[config.mk]
export PLATFORM = sky130hd
export DESIGN_NAME = mmu_ring
export DESIGN_NICKNAME = d
export VERILOG_FILES = /design/src/rtl/logip_pkg.sv /design/src/rtl/mmu_ring_ram.sv /design/src/rtl/mmu_ring.sv
export SDC_FILE = /design/constraint.sdc
export NUM_CORES = 1
export LEC_CHECK = 0
export CORE_UTILIZATION = 40
export CTS_CLUSTER_SIZE = 12
export DETAILED_ROUTE_END_ITERATION = 8
export HOLD_SLACK_MARGIN = 0.15
export PLACE_DENSITY = 0.63
export REMOVE_ABC_BUFFERS = 1
export SLEW_MARGIN = 40
export SYNTH_ARGS = -nofsm -noshare
export SYNTH_HDL_FRONTEND = slang
export SYNTH_SLANG_ARGS = --single-unit
[constraint.sdc]
create_clock -name clk_i -period 2.9 [get_ports clk_i]
set_clock_uncertainty 0.1 [all_clocks]
set_input_delay 0.29 -clock clk_i [delete_from_list [all_inputs] [get_ports clk_i]]
set_output_delay 0.29 -clock clk_i [all_outputs]
set_load 0.01 [all_outputs]
[src/rtl/logip_pkg.sv]
// logip_pkg: shared constants and helpers for the logic-analyser capture path.
// Holds the default sample width / ring depth and the occupancy-counter width helper.
package logip_pkg;

  localparam int SMPL_WIDTH = 32;
  localparam int MMU_DEPTH  = 4;

  // Operation selected for the current cycle after priority resolution.
  typedef enum logic [1:0] {
    OP_IDLE,
    OP_CLEAR,
    OP_WRITE,
    OP_READ
  } mmu_op_e;

  // Bits needed to count 0..2**depth inclusive (the ring must be able to report "full").
  function automatic int cnt_width(input int depth);
    return $clog2((1 << depth) + 1);
  endfunction

  typedef logic [cnt_width(MMU_DEPTH)-1:0] cnt_t;

endpackage

[src/rtl/mmu_ring_ram.sv]
// mmu_ring_ram: simple dual-port sample array, one write port and one registered read port.
// The array itself is never reset; only the read-data register returns to zero.
module mmu_ring_ram
  import logip_pkg::*;
#(
  parameter int WIDTH = SMPL_WIDTH,
  parameter int DEPTH = MMU_DEPTH
) (
  input  logic             clk_i,
  input  logic             rst_in,
  input  logic             we,
  input  logic [DEPTH-1:0] waddr,
  input  logic [WIDTH-1:0] wdata,
  input  logic             re,
  input  logic [DEPTH-1:0] raddr,
  output logic [WIDTH-1:0] rdata
);

  logic [WIDTH-1:0] mem [2**DEPTH];

  // Sample store: written on every accepted write, contents survive clear and reset.
  always_ff @(posedge clk_i) begin
    if (we) begin
      mem[waddr] <= wdata;
    end
  end

  // Read register: only updates on an accepted read so the last sample is held otherwise.
  always_ff @(posedge clk_i or negedge rst_in) begin
    if (!rst_in) begin
      rdata <= '0;
    end else if (re) begin
      rdata <= mem[raddr];
    end
  end

endmodule

[src/rtl/mmu_ring.sv]
// mmu_ring: ring-buffer sample memory keeping the most recent 2**DEPTH samples.
// Writes always succeed and overwrite the oldest sample once full; reads return one
// sample per cycle with one-cycle latency. Define LOGIP_MMU_LIFO_EN for newest-first
// reads (SUMP reverse-order transfer); otherwise reads are oldest-first.
module mmu_ring
  import logip_pkg::*;
#(
  parameter int WIDTH = SMPL_WIDTH,
  parameter int DEPTH = MMU_DEPTH
) (
  input  logic             clk_i,
  input  logic             rst_in,
  input  logic             clr_i,
  input  logic             wrt_i,
  input  logic             read_i,
  input  logic [WIDTH-1:0] d_i,
  output logic [WIDTH-1:0] d_o,
  output logic             vld_o,
  output logic [DEPTH:0]   cnt_o,
  output logic             full_o,
  output logic             empty_o
);

  localparam int                 CNT_W    = cnt_width(DEPTH);
  localparam logic [CNT_W-1:0]   CAPACITY = CNT_W'(2**DEPTH);

  mmu_op_e           op;
  logic [DEPTH-1:0]  wr_ptr;
  logic [DEPTH-1:0]  wr_ptr_nxt;
  logic [CNT_W-1:0]  cnt;
  logic [CNT_W-1:0]  cnt_nxt;
  logic [DEPTH-1:0]  rd_addr;
  logic              vld_q;
  logic              full_q;
  logic              empty_q;

  // Resolve the cycle's operation: clear beats write, write beats read, empty reads vanish.
  always_comb begin
    op = OP_IDLE;
    if (clr_i) begin
      op = OP_CLEAR;
    end else if (wrt_i) begin
      op = OP_WRITE;
    end else if (read_i && (cnt != '0)) begin
      op = OP_READ;
    end
  end

`ifdef LOGIP_MMU_LIFO_EN
  // Newest sample sits just behind the write pointer.
  assign rd_addr = wr_ptr - DEPTH'(1);
`else
  // Oldest sample sits cnt entries behind the write pointer (cnt==N wraps to wr_ptr itself).
  assign rd_addr = wr_ptr - cnt[DEPTH-1:0];
`endif

  // Next pointer and occupancy for the resolved operation.
  always_comb begin
    wr_ptr_nxt = wr_ptr;
    cnt_nxt    = cnt;
    case (op)
      OP_CLEAR: begin
        wr_ptr_nxt = '0;
        cnt_nxt    = '0;
      end
      OP_WRITE: begin
        wr_ptr_nxt = wr_ptr + DEPTH'(1);
        if (cnt < CAPACITY) begin
          cnt_nxt = cnt + CNT_W'(1);
        end
      end
      OP_READ: begin
        cnt_nxt = cnt - CNT_W'(1);
`ifdef LOGIP_MMU_LIFO_EN
        wr_ptr_nxt = wr_ptr - DEPTH'(1);
`endif
      end
      default: begin
      end
    endcase
  end

  // State and registered flags; flags are derived from the post-edge count.
  always_ff @(posedge clk_i or negedge rst_in) begin
    if (!rst_in) begin
      wr_ptr  <= '0;
      cnt     <= '0;
      vld_q   <= 1'b0;
      full_q  <= 1'b0;
      empty_q <= 1'b1;
    end else begin
      wr_ptr  <= wr_ptr_nxt;
      cnt     <= cnt_nxt;
      vld_q   <= (op == OP_READ);
      full_q  <= (cnt_nxt == CAPACITY);
      empty_q <= (cnt_nxt == '0);
    end
  end

  mmu_ring_ram #(
    .WIDTH (WIDTH),
    .DEPTH (DEPTH)
  ) u_ram (
    .clk_i  (clk_i),
    .rst_in (rst_in),
    .we     (op == OP_WRITE),
    .waddr  (wr_ptr),
    .wdata  (d_i),
    .re     (op == OP_READ),
    .raddr  (rd_addr),
    .rdata  (d_o)
  );

  assign vld_o   = vld_q;
  assign cnt_o   = cnt;
  assign full_o  = full_q;
  assign empty_o = empty_q;

endmodule
# Yosys cells after proc, flatten, opt, wreduce, memory -nomap -nowiden

Memory sizes are Yosys's and may differ from the RTL's. A register that Yosys moved wholly into a read port is not among the register bits.
Cells that the tools add are included.

Bits in read-only memories: 0
Flip-flop bits (word level): 12
Input bits: 37
Word-level logic and storage cells: 28
Output and inout port bits: 40
Latch bits: 0
Bits in writable memories: 512
Memories: 1

Add/sub/neg operators: 4
Equal/unequal tests: 4
Divide/modulo/power cells: 0
Muxes and demuxes: 8
Reductions and logical operators: 5
Bitwise operators: 0
$mul: 0
Shift-type cells: 0
$lt $le $gt $ge: 1

Memories:

| memory    | depth | bits a word | rd ports | clocked after Yosys merged registers in | write ports | line               | source |
|---|---|---|---|---|---|---|---|
| u_ram.mem | 16    | 32          | 1        | 1                                       | 1           | mmu_ring_ram.sv:19 | `logic [WIDTH-1:0] mem [2**DEPTH];` |

Operator list:

| operator                                                           | number |
|---|---|
| 5-bit one-hot mux with 3 select lines                              | 1 |
| 4-bit one-hot mux with 2 select lines                              | 1 |
| 2-bit two-way mux                                                  | 3 |
| 5-bit by 1-bit adder with 5-bit output, second input constant      | 1 |
| 5-bit == test, second input constant                               | 1 |
| 5-bit zero test                                                    | 1 |
| 5-bit < comparator, second input constant                          | 1 |
| 5-bit two-way mux                                                  | 1 |
| 5-bit nonzero test                                                 | 1 |
| 5-bit by 1-bit subtractor with 5-bit output, second input constant | 1 |
| 4-bit by 1-bit adder with 4-bit output, second input constant      | 1 |
| 2-bit == test, second input constant                               | 2 |
| 4-bit subtractor                                                   | 1 |
| 2-bit by 1-bit == test with 1-bit output, second input constant    | 1 |
| 1-bit two-way mux                                                  | 2 |
| 2-bit nonzero test                                                 | 1 |
| 1-bit logical AND                                                  | 1 |
| 1-bit zero test                                                    | 1 |

# Longest topological paths before layout

Gate-level depths: netlist (run 1).

Word-level depth: 8
Mapped depth: 8
Gate-level depth less buffers: 7

# Modules after synthesis

From an unflattened synthesis (run 1), not the netlist that was laid out.

Cells, all modules: 964
Area total of the unflattened synthesis: 21,634.5 um^2

Modules (own cells, without submodules):

| module       | area an instance (um^2) | times used | cells each |
|---|---|---|---|
| mmu_ring_ram | 20,788.7                | 1          | 876 |
| mmu_ring     | 845.8                   | 1          | 88 |

# Least setup slack after synthesis (run 1)

OpenSTA, ideal clock, no wires.

Path type: reg-to-reg
Start point: register cnt[0] (netlist: cnt_o[0])
End point: register u_ram.rdata[10] (read register of u_ram.mem)
Data arrival time: 2.511 ns
Path buffers: 2
Library setup time: 0.138 ns
Path slack: 0.151 ns
Data required time: 2.662 ns
Cell stages (with the launch flop): 8
Period minus slack after synthesis: 2.749 ns
Cells stage by stage: dfrtp_1 ha_1 fa_1 clkbuf_1 clkbuf_1 mux4_2 mux2i_1 o221ai_1

Longest elaborated chain between the ends: 6

Ends and longest elaborated chain:

| item                     | line               | source |
|---|---|---|
| start: declaration       | mmu_ring.sv:30     | `logic [CNT_W-1:0] cnt;` |
| start signal: assignment | mmu_ring.sv:93     | `cnt <= cnt_nxt;` |
| 5-bit nonzero test       | mmu_ring.sv:44     | `end else if (read_i && (cnt != '0)) begin` |
| 1-bit logical AND        | mmu_ring.sv:44     |  |
| 2-bit two-way mux        | mmu_ring.sv:44     |  |
| 2-bit two-way mux        | mmu_ring.sv:42     | `end else if (wrt_i) begin` |
| 2-bit two-way mux        | mmu_ring.sv:40     | `if (clr_i) begin` |
| 2-bit == test            | mmu_ring.sv:109    | `.re (op == OP_READ),` |
| end: declaration         | mmu_ring_ram.sv:16 | `output logic [WIDTH-1:0] rdata` |

Parallel ways exist; a longest one is shown, timed or not.
A chain may end at the register's enable or synchronous reset.

# Final worst setup path (run 1)

Start point: register wr_ptr[0]
End point: register u_ram.rdata[1] (read register of u_ram.mem)

Longest elaborated chain between the ends: 1

Ends and longest elaborated chain:

| item                     | line           | source |
|---|---|---|
| start: declaration       | mmu_ring.sv:28 | `logic [DEPTH-1:0] wr_ptr;` |
| start signal: assignment | mmu_ring.sv:92 | `wr_ptr <= wr_ptr_nxt;` |
| 4-bit subtractor         | mmu_ring.sv:54 | `assign rd_addr = wr_ptr - cnt[DEPTH-1:0];` |

No other way between the ends.

==> impl_metrics.py, run 1 <==
metrics = {
    "synthesis": {
        "syn_inst": 957,
        "async_flop_share": 0.0791,
        "ys_seq_elements": 556,
        "yosysWarnings": 0,
        "ys_types": 47,
        "synth_edf_count": 512,
        "synth.avg_cell_area_sq_um": 22.3,
        "yosysSeqAreaShare": 0.771,
        "ys.flop_type": "edfxtp_1",
        "netlist_area_sq_um": 21400,
    },
    "status": {
        "status": "finished, final reports clean",
    },
    "cells_and_area": {
        "post-route-cell-area_sq_um": 25400,
        "fin_nets": 1152,
        "fin_util": 0.483,
        "final_cell_count_no_fill": 1838,
        "area_delta_synth_final_pct": 18.9,
        "drive_gt1_frac": 0.252,
    },
    "timing": {
        "tightest_slew_ns": 0.621,
        "fin_crit_sh": 0.929,
        "fin_hold_ws_ns": 0.385,
        "hold_viol": 0,
        "drv_slew": 0,
        "fin_crit_ns": 2.69,
        "max-slew-margin-rel": 0.586,
        "setup_viol": 0,
        "grt_setup_unrepaired": "no",
        "max_clock_freq_ghz": 0.371,
    },
    "clocking": {
        "hold_buffers": 3,
        "root_buffer": "clkbuf_16",
        "cts_tree": "yes",
        "cts_inserted_buffers": 56,
        "clock-sinks": 556,
        "clk_path_buf_depth": 3,
        "insertion_delay_ns": 0.61,
        "clkTransAtPathRegs_ns": 0.06,
        "postCtsSetupBuffers": 0,
        "cts_resized": 0,
        "htreeDepth": 2,
    },
    "pwr": {
        "max-vdd-ir-drop_mv": 0.472,
        "seqPwrFrac": 0.433,
        "power.leakage_nw": 8.57,
        "comb_power_share": 0.248,
        "switching_share": 0.263,
        "power.switching_mw": 5.63,
        "p_total_mw": 21.4,
        "p_int_mw": 15.8,
        "clkPwrFrac": 0.319,
        "powerDensity_nw_per_um2": 842,
    },
    "setup_path": {
        "start_kind": "flop",
        "crit_chain": "inv_1, ha_4, fa_4, buf_12, mux4_2, mux2i_1, o221ai_1",
        "cp.depth": 7,
        "path_delay_family": "adder cells",
        "cp_max_fo": 28,
        "critPathBufInv": 2,
        "end_kind": "flop",
        "crit_path_top_delay_cell": "fa_4",
        "required_ns": 3.27,
        "reg2regPathDepth": 7,
        "path_class": "reg -> reg",
        "cp.arrival_ns": 3.06,
        "slowest_delay_ns": 0.87,
    },
    "job": {
        "max_cap_viol_count": 0,
    },
    "global_routing": {
        "grt_pass1_vias": 10640,
        "grt_start_max_net_pins": 33,
        "grt.overflow.total": 0,
        "grt_use_total": 0.178,
        "antenna_found_initial": 2,
        "grt_pass1_wl_um": 69500,
    },
    "die": {
        "design.core.area_sq_um": 52700,
        "fp.dieH_um": 233,
        "pin_count": 77,
        "initial_core_util": 0.406,
        "die_area_sq_um": 54400,
        "die_w_um": 233,
        "fp-row-count": 84,
    },
    "route": {
        "routed_via_density": 5.46,
        "drt_iter0_drc": 872,
        "wl_um": 47000,
        "drc_errors": 0,
        "routedWlPerCell_um": 25.6,
        "antenna_left": 0,
        "drt-pass1-iter-count": 7,
        "vias": 10044,
    },
    "place": {
        "dp_cells": 1731,
        "gp_congestion": 0.750,
        "dp_hpwl_um": 25300,
        "place_area_sq_um": 23700,
        "io_buffers": 76,
    },
    "worst_hold_path": {
        "hold_path_depth": 3,
        "hold_path.class": "in -> reg",
    },
}
## flip-flops by register name (all words and copies together), names as in the netlist
name,flops
empty_o,1
wr_ptr,4
cnt_o,5
vld_o,1
full_o,1
u_ram.rdata,32
u_ram.mem,512
## Yosys cell counts (all sizes together) (2+ instances only)
cell | n | area [sq um]
and3b | 2 | 17.5
mux2i | 67 | 671
nand2b | 2 | 12.5
o221ai | 32 | 280
ha | 10 | 125
and3 | 3 | 18.8
and2 | 17 | 109
nor3b | 2 | 20.0
buf | 28 | 154
xnor2 | 3 | 26.3
nand2 | 36 | 135
inv | 7 | 26.3
nor2 | 10 | 37.5
xor2 | 4 | 42.6
nor3 | 5 | 35.0
clkbuf | 19 | 71.3
nor2b | 2 | 12.5
dfrtp | 43 | 1080
edfxtp | 512 | 15400
a21oi | 4 | 20.0
o21ai | 3 | 18.8
mux4 | 128 | 2880
## power groups by stage
stage	logic [mW]	clock network (mW)	registers, mW
final	5.29	6.83	9.27
after global routing	5.73	7.27	9.30
after global placement	5.33	0	9.44
after CTS	5.41	6.97	9.28
after floorplan	3.72	0	9.46
after detailed placement	5.40	0	9.45
## worst min-delay path, stage by stage
cell and delay, ns:
clkdlybuf4s50_1 0.45, buf_4 0.20, nor2_1 0.10
## metal layers
layer	part of all wire	GRT usage	wire (um)	up-vias
met5	0.00026	0	12	-
li1	-	-	-	4311
met3	0.049	0.0271	2310	62
met2	0.52	0.306	24300	262
met4	0.020	0.0484	923	2
met1	0.41	0.237	19400	5407
## cell usage in the layout, fill, tap and decap left out, types with 25 or more instances in the layout
cell type and count:
nand2_1 36, clkdlybuf4s50_1 75, clkbuf_1 31, buf_12 32, dfrtp_1 43, clkbuf_16 56
mux2i_1 67, edfxtp_1 512, mux4_2 128, o221ai_1 32, buf_4 25
## cell families (layout without fill, tap and decap cells)
kind of cell,count (synthesis),count (layout),synth area share
DFF,556,556,0.771
other,0,1,0
buffers and inverters,54,246,0.0118
xor gates and xnor gates,7,7,0.00322
muxes,196,196,0.167
adders and majority gates,11,11,0.00679
AOI/OAI and AO/OA,46,46,0.0187
and+or+nand+nor,87,87,0.0219
## worst paths after layout
| path | start | slack (ns) | to |
|---|---|---|---|
| min | clr_i | 0.39 | wr_ptr[0] |
| max | wr_ptr[0] | 0.21 | u_ram.rdata[1] |
| min reg2reg | u_ram.rdata[10] | 0.39 | u_ram.rdata[10] |
| max in group asynchronous | rst_in | 0.94 | cnt_o[3] |
| max reg2reg | wr_ptr[0] | 0.21 | u_ram.rdata[1] |
| min in group asynchronous | rst_in | 0.66 | cnt_o[1] |
## per-stage QoR
stage | TNS [ns] | worst slack, ns
floorplan | -118.80 | -3.71
global placement | 0 | 0.219
detailed placement | 0 | 0.174
CTS | 0 | 0.175
global route | 0 | 0.0897
finish | 0 | 0.207
## layout make-up
class	instances	area [sq um]
inverters	7	26.3
well taps	688	861
repair buffers	136	1610
multi-input cells	347	4710
fillers	4208	27200
clock buffers	92	1590
clock inverters	11	139
flip-flops and latches	556	16500
diodes	1	2.50
(Power assumes the default switching activity.)
==> run 2: changes to the inputs <==
- CTS_CLUSTER_DIAMETER: default -> 40
- PLACE_DENSITY: 0.63 -> 0.61
- TNS_END_PERCENT: default -> 20
- clock period: 2.9 -> 2.5 ns (I/O delays scaled with it)
==> impl_metrics.py, run 2 (same netlist as run 1, synthesis figures left out) <==
metrics = {
    "timing": {
        "setup_ws_ns": -0.0888,
        "drv_slew": 0,
        "hold_viol": 0,
        "max_clock_freq_ghz": 0.386,
        "setup_viol": 32,
        "fin_crit_ns": 2.59,
        "fin_crit_sh": 1.04,
        "grt_setup_unrepaired": "yes",
        "max-slew-margin-rel": 0.518,
        "tightest_slew_ns": 0.724,
    },
    "setup_path": {
        "cpMostUsedCell": "buf_12",
        "reg2regPathDepth": 7,
        "cp.arrival_ns": 2.94,
        "path_class": "reg -> reg",
        "slowest_delay_ns": 0.79,
        "r2r-start": "cnt_o[0]",
        "timing.rr.end": "u_ram.rdata[30]",
        "crit_chain": "ha_4, fa_4, buf_12, buf_12, mux4_2, mux2i_1, o221ai_1",
        "end_kind": "flop",
        "start_kind": "flop",
        "crit_path_top_delay_cell": "fa_4",
        "required_ns": 2.85,
        "crit_end": "u_ram.rdata[30]",
        "rrSetupSlack_ns": -0.09,
        "cp-startpoint": "cnt_o[0]",
        "cp_max_fo": 15,
    },
    "global_routing": {
        "grt_pass1_wl_um": 72400,
        "antenna_found_initial": 2,
        "grt_start_max_net_pins": 39,
        "grt_pass1_vias": 11189,
        "grt_use_total": 0.187,
        "grt.overflow.total": 0,
    },
    "status": {
        "status": "finished, violations left",
        "violations": "negative setup slack",
    },
    "route": {
        "routed_via_density": 5.48,
        "wl_um": 49100,
        "vias": 10452,
        "drt-pass1-iter-count": 6,
        "drt_iter0_drc": 817,
        "routedWlPerCell_um": 25.7,
        "drc_errors": 0,
        "antenna_left": 0,
    },
    "pwr": {
        "comb_power_share": 0.238,
        "power.leakage_nw": 9.26,
        "powerDensity_nw_per_um2": 1050,
        "p_total_mw": 28.4,
        "clkPwrFrac": 0.383,
        "p_int_mw": 21.1,
        "power.switching_mw": 7.26,
        "seqPwrFrac": 0.380,
        "switching_share": 0.256,
        "max-vdd-ir-drop_mv": 0.648,
    },
    "worst_hold_path": {
        "hold_path.class": "in -> async",
    },
    "clocking": {
        "cts_tree": "yes",
        "insertion_delay_ns": 0.59,
        "clock-sinks": 556,
        "htreeDepth": 3,
        "clk_path_buf_depth": 3,
        "clkTransAtPathRegs_ns": 0.06,
        "root_buffer": "clkbuf_16",
        "cts_inserted_buffers": 76,
    },
    "cells_and_area": {
        "regMostFlops": "u_ram.mem",
        "final_cell_mix": "edfxtp_1 (512), mux4_2 (128), clkbuf_16 (82)",
        "fin_nets": 1206,
        "largest_reg_flops": 512,
        "drive_gt1_frac": 0.315,
        "layout_commonest_cell": "edfxtp_1",
        "antenna_cells": 0,
        "area_delta_synth_final_pct": 25.9,
        "fin_util": 0.511,
        "fillCellCount": 4097,
    },
    "die": {
        "pin_count": 77,
        "initial_core_util": 0.406,
        "die_w_um": 233,
        "fp.dieH_um": 233,
        "die_area_sq_um": 54400,
        "fp-row-count": 84,
        "design.core.area_sq_um": 52700,
    },
    "job": {
        "max_cap_viol_count": 0,
    },
    "place": {
        "dp_hpwl_um": 27700,
        "gp_congestion": 0.765,
        "io_buffers": 76,
    },
}
==> run 2: worst max-delay path, delay by kind of cell (launching register included) <==
family                   cells  cell delay (ns)
flip-flops                   1             0.40
multiplexers                 2             0.50
AO/OA/AOI/OAI                1             0.12
buffers and inverters        2             0.34
adder cells (fa/ha/maj)      2             0.97
==> run 2: routing by layer <==
metal  up-vias  wire, um  track usage  share of wire
li1       4440         -            -              -
met1      5635     20600        0.243           0.42
met2       287     24900        0.314           0.51
met3        86      2400       0.0396          0.049
met4         4      1120       0.0566          0.023
met5         -        24            0        0.00049
==> run 2: worst min-delay path by stage <==
stage / start / end / slack (ns) / cells after the start
finish: rst_in / u_ram.rdata[20] / 0.14 / 2
global route: rst_in / u_ram.rdata[20] / 0.18 / 2
CTS: rst_in / u_ram.rdata[20] / 0.16 / 2
detailed placement: rst_in / u_ram.rdata[20] / 0.25 / 1
global placement: rst_in / u_ram.rdata[20] / 0.25 / 1
floorplan: rst_in / cnt_o[0] / -0.15 / 0
==> run 2: power by group through the flow <==
stage	Combinational, mW	Sequential, mW	Clock, mW
after global routing	7.23	10.8	11.4
after CTS	6.72	10.8	11.0
final	6.74	10.8	10.9
after global placement	6.53	11.0	0
after detailed placement	6.58	11.0	0
after floorplan	3.90	11.0	0
==> run 2: what timing repair did <==
action,CTS,global route
endpoints found under the setup margin,32,32
hold buffers,1,0
buffers inserted,1,2
gates resized for setup,7,2
pin swaps,11,6
cloned,1,1
endpoints found under the hold margin,33,0
==> run 2: metrics by stage <==
step                      std cells  setup slack, ns  setup TNS [ns]  area (sq um)  hold slack, ns
after floorplan                 910            -4.11         -131.60         21200          -0.146
after global placement         1762           -0.108           -1.73         24200           0.249
after detailed placement       1762           -0.122           -1.90         24200           0.249
after CTS                      1904           -0.107           -1.63         26900           0.156
after global routing           1907           -0.205           -4.20         26900           0.181
final                          1907          -0.0888           -1.27         26900           0.144
==> run 2: cell type report <==
class                   count  area, sq um  share of cell area
well taps                 688          861              0.0320
inverters                   7         26.3            0.000976
repair buffers            170         2210              0.0822
multi-input cells         347         4720               0.175
flip-flops and latches    556        16500               0.612
clock buffers              98         2160              0.0803
clock inverters            41          459              0.0171
==> run 3: changes to the inputs <==
- CORE_UTILIZATION: 40 -> 35
- PLACE_DENSITY: 0.61 -> 0.56
==> impl_metrics.py, run 3 (same netlist as run 1, synthesis figures left out) <==
metrics = {
    "place": {
        "io_buffers": 76,
        "dp_hpwl_um": 29600,
        "dp_cells": 1871,
        "gp_congestion": 0.751,
    },
    "worst_hold_path": {
        "hold_path.class": "in -> async",
    },
    "pwr": {
        "max-vdd-ir-drop_mv": 0.664,
        "p_total_mw": 28.5,
        "power.leakage_nw": 9.32,
        "powerDensity_nw_per_um2": 1050,
    },
    "cells_and_area": {
        "fin_nets": 1223,
        "largest_reg_flops": 512,
        "final_cell_mix": "edfxtp_1 (512), mux4_2 (128), clkbuf_16 (79)",
        "layout_commonest_cell": "edfxtp_1",
        "final_cell_count_no_fill": 2019,
        "drive_gt1_frac": 0.326,
        "area_delta_synth_final_pct": 27.1,
        "fin_util": 0.450,
        "regMostFlops": "u_ram.mem",
    },
    "clocking": {
        "clkTransAtPathRegs_ns": 0.05,
        "cts_inserted_buffers": 77,
        "clk_path_buf_depth": 3,
        "clock-sinks": 556,
        "cts_tree": "yes",
        "htreeDepth": 3,
        "root_buffer": "clkbuf_16",
        "insertion_delay_ns": 0.60,
    },
    "die": {
        "die_area_sq_um": 62100,
        "initial_core_util": 0.354,
        "die_w_um": 249,
        "fp-row-count": 90,
        "pin_count": 77,
        "fp.dieH_um": 249,
        "design.core.area_sq_um": 60400,
    },
    "status": {
        "violations": "negative setup slack",
        "status": "finished, violations left",
    },
    "global_routing": {
        "grt_pass1_wl_um": 74100,
        "grt_start_max_net_pins": 27,
        "grt_pass1_vias": 11006,
        "grt.overflow.total": 0,
        "grt_use_total": 0.165,
        "antenna_found_initial": 3,
    },
    "route": {
        "drt_iter0_drc": 801,
        "drc_errors": 0,
        "routedWlPerCell_um": 24.8,
        "antenna_left": 0,
        "wl_um": 50100,
        "vias": 10432,
        "routed_via_density": 5.17,
        "drt-pass1-iter-count": 5,
    },
    "setup_path": {
        "cp_max_fo": 14,
        "end_kind": "flop",
        "required_ns": 2.86,
        "start_kind": "flop",
        "path_class": "reg -> reg",
        "cp.arrival_ns": 2.97,
    },
    "job": {
        "max_cap_viol_count": 0,
    },
    "timing": {
        "drv_slew": 0,
        "max-slew-margin-rel": 0.569,
        "tightest_slew_ns": 0.644,
        "fin_crit_ns": 2.60,
        "max_clock_freq_ghz": 0.384,
        "fin_crit_sh": 1.04,
        "grt_setup_unrepaired": "yes",
        "hold_viol": 0,
        "setup_viol": 26,
        "setup_ws_ns": -0.104,
    },
}
[run 3: timing repair]
item / CTS / global route
gates cloned: 0 / 1
pin swaps: 12 / 4
hold endpoints to repair: 44 / 0
gates resized for setup: 6 / 9
hold buffers: 2 / 0
setup endpoints to repair: 30 / 32
buffers inserted: 2 / 2
[run 3: layout make-up]
| type | instances | area, sq um |
|---|---|---|
| multi-input cells | 347 | 4740 |
| clock inverters | 53 | 587 |
| well taps | 782 | 978 |
| inverters | 7 | 26.3 |
| flip-flops and latches | 556 | 16500 |
| clock buffers | 87 | 2000 |
| diodes | 1 | 2.50 |
| repair buffers | 186 | 2370 |
| fillers | 5088 | 33200 |
[run 3: final timing paths]
path                            startpoint               to  slack [ns]  cells after the start
setup / recovery                  cnt_o[0]  u_ram.rdata[22]       -0.10                      7
min in group clk_i                   clr_i         cnt_o[0]        0.36                      3
setup reg to reg                  cnt_o[0]  u_ram.rdata[22]       -0.10                      7
hold / removal                      rst_in   u_ram.rdata[7]        0.17                      3
max in group asynchronous           rst_in  u_ram.rdata[14]        1.08                      3
hold reg to reg            u_ram.rdata[13]  u_ram.rdata[13]        0.40                      2
[run 3: per-layer routing]
layer  global-route usage  share of wire  up-vias
met5                    0        0.00056        -
met4               0.0519          0.022        4
met3               0.0328          0.046       91
met2                0.277           0.51      265
met1                0.214           0.42     5583
li1                     -              -     4489
[run 3: power by group]
group	switching, mW	internal [mW]	leakage, nW	total [mW]
logic	3.08	3.87	2.91	6.95
registers	0.271	10.5	5.18	10.8
clock network	4.11	6.67	1.23	10.8
[run 3: through the flow]
step                      setup TNS, ns  worst slack, ns  cell area, sq um  hold WS [ns]
after floorplan                 -131.60            -4.11             21200        -0.146
after global placement            -2.19           -0.139             24500         0.116
after detailed placement          -2.11           -0.155             24500         0.119
after CTS                         -1.21           -0.114             27100         0.176
after global routing              -3.60           -0.181             27200         0.187
final                             -1.09           -0.104             27200         0.172
[run 3: worst max-delay path, stage by stage, from the launching register on]
cell      delay [ns]
dfrtp_1         0.40
ha_4            0.17
fa_4            0.79
buf_12          0.18
buf_12          0.17
mux4_2          0.31
mux2i_2         0.19
o221ai_1        0.13
==> RTL change (settings of run 3) <==
Change the package constant `SMPL_WIDTH` from 32 to 48.
--- a/src/rtl/logip_pkg.sv
+++ b/src/rtl/logip_pkg.sv
@@ -2,7 +2,7 @@
 // Holds the default sample width / ring depth and the occupancy-counter width helper.
 package logip_pkg;
 
-  localparam int SMPL_WIDTH = 32;
+  localparam int SMPL_WIDTH = 48;
   localparam int MMU_DEPTH  = 4;
 
   // Operation selected for the current cycle after priority resolution.
Ports: changed (resized d_i and d_o); port bits go from 77 to 109. No check against the original RTL was run, so the function may have changed too.
==> RTL change against run 3 <==
  * Global-route usage is 0.47 points higher
  * Routed wire length is 52% higher
  * Sequential cell count is 272 higher
  * The flow still finishes with violations (negative setup slack)
  * Area after synthesis is 48% higher
  * Final area is 47% higher
  * Worst setup slack worse by 0.055 ns
  * Power is 52% higher
==> RTL change: results (changes against run 3) <==
| Metric | Value |
|---|---|
| Grt met1 use | 21.7% (was 21.4%) |
| Fraction of layout cells with a size suffix above 1 | 33.4% (was 32.6%) |
| Global-route wire length before repair | 111000 um (was 74100 um) |
| Global-route met2 utilization | 29.7% (was 27.7%) |
| Clock buffers created by TritonCTS | 107 (was 77) |
| Post-CTS setup repair buffer count | 11 (was 2) |
| IR Drop Worst-Case VDD | 0.748 mV (was 0.664 mV) |
| Max reg flops | 768 (was 512) |
| Violated checks | negative setup slack (unchanged) |
| Unique masters post-synth | 46 (was 47) |
| Total instance count after detailed placement | 2707 (was 1871) |
| Hold Crit Class | primary input to register (was primary input to asynchronous set/reset pin) |
| Dpl hpwl | 44500 um (was 29600 um) |
| Final setup violating endpoints | 48 (was 26) |
| Outcome | finished with violations (unchanged) |
| Number of DRC markers in iteration 0 | 1155 (was 801) |
| Post-synth EDFFs | 768 (was 512) |
| Proportion of register bits with asynchronous set or reset after synthesis | 7.25% (was 7.91%) |
| Worst Path Arrival | 3.08 ns (was 2.97 ns) |
| All-layer global routing usage | 16.9% (was 16.5%) |
| Largest net degree at the start of global routing | 39 (was 27) |
| Number of gates resized after cts | 27 (was 6) |
| Final Routed Wirelength | 76100 um (was 50100 um) |
| Post-synth top cells | 768 x sky130_fd_sc_hd__edfxtp_1, 192 x sky130_fd_sc_hd__mux4_2, 97 x sky130_fd_sc_hd__mux2i_1 (was 512 x sky130_fd_sc_hd__edfxtp_1, 128 x sky130_fd_sc_hd__mux4_2, 67 x sky130_fd_sc_hd__mux2i_1) |
| Vias/cell | 5.14 (was 5.17) |
| Sum of negative setup slack | -4.51 ns (was -1.09 ns) |
| Antenna violations before repair | 5 (was 3) |
| Slew of the pin with the lowest slew margin | 0.599 ns (was 0.644 ns) |
| Total Nets Final | 1733 (was 1223) |
| Sequential cell area fraction in the yosys report | 77.8% (was 77.1%) |
| Cells taking the most area after synthesis | sky130_fd_sc_hd__edfxtp_1 73%, sky130_fd_sc_hd__mux4_2 14%, sky130_fd_sc_hd__dfrtp_1 4.7% (was sky130_fd_sc_hd__edfxtp_1 72%, sky130_fd_sc_hd__mux4_2 13%, sky130_fd_sc_hd__dfrtp_1 5.0%) |
| Gp weighted congestion | 0.731 (was 0.751) |
| Drt wl/cell | 26.0 um (was 24.8 um) |
| Total inserted antenna cells | 0 (was 1) |
| Fin worst setup slack | -0.160 ns (was -0.104 ns) |
## RTL change: cell types whose count changed after synthesis, sizes merged, moves of 3 or more
cell | before | now
edfxtp | 512 | 768
mux4 | 128 | 192
mux2i | 67 | 97
clkbuf | 19 | 42
dfrtp | 43 | 59
o221ai | 32 | 48
nand2 | 36 | 51
or3 | 1 | 4
## RTL change: through the flow
stage | util (%) | cell area [sq um] | setup WS [ns]
final | 44.9 | 39900 | -0.160
after global routing | 44.9 | 39900 | -0.231
after CTS | 44.8 | 39700 | -0.200
after detailed placement | 40.3 | 35800 | -0.246
after global placement | 40.3 | 35800 | -0.251
after floorplan | - | 31200 | -6.63
## RTL change: layer usage
| metal | vias to the layer above | part of all wire (%) |
|---|---|---|
| li1 | 6437 | - |
| met1 | 8107 | 41 |
| met2 | 370 | 53 |
| met3 | 115 | 4.6 |
| met4 | 10 | 1.7 |
| met5 | - | 0.079 |
## RTL change: kinds of logic after synthesis
kind of cell,share of synthesized area [%]
AOI/OAI and AO/OA,1.98
xor gates and xnor gates,0.194
adders and majority gates,0.460
buffers and inverters,1.11
DFF,77.8
muxes,16.8
and+or+nand+nor,1.64
## RTL change: area by class of cell
class	count	area, sq um
fill	7393	48900
sequential	828	24600
multi-input combinational	470	6890
timing repair buffer	255	3310
clock buffer	131	2820
tap	1165	1460
clock inverter	70	836
inverter	7	26.3
## RTL change: power by group
| part | switching (uW) | total (uW) | internal (uW) | leakage (uW) |
|---|---|---|---|---|
| combinational | 5430 | 11900 | 6480 | 0.00401 |
| sequential | 385 | 16000 | 15600 | 0.00769 |
| clock | 6020 | 15400 | 9390 | 0.00174 |
| total | 11800 | 43300 | 31500 | 0.0134 |
## RTL change: path summary, 6_finish.rpt
kind / endpoint / slack (ns) / from
setup / recovery: u_ram.rdata[39]$_DFFE_PN0P_ / -0.16 / cnt_o[0]$_DFF_PN0_
hold / removal: wr_ptr[3]$_DFFE_PN0P_ / 0.31 / clr_i
setup reg to reg: u_ram.rdata[39]$_DFFE_PN0P_ / -0.16 / cnt_o[0]$_DFF_PN0_
hold reg to reg: u_ram.rdata[28]$_DFFE_PN0P_ / 0.38 / u_ram.rdata[28]$_DFFE_PN0P_
max in group asynchronous: empty_o$_DFF_PN1_ / 1.39 / rst_in
min in group asynchronous: u_ram.rdata[16]$_DFFE_PN0P_ / 0.54 / rst_in
## RTL change: critical path, cell delays in order, from the launching register on
cell and delay, ns:
sky130_fd_sc_hd__dfrtp_1 0.40, sky130_fd_sc_hd__ha_4 0.17, sky130_fd_sc_hd__fa_4 0.82, sky130_fd_sc_hd__buf_12 0.18, sky130_fd_sc_hd__buf_12 0.17, sky130_fd_sc_hd__mux4_2 0.31
sky130_fd_sc_hd__mux2i_2 0.20, sky130_fd_sc_hd__o221ai_1 0.13
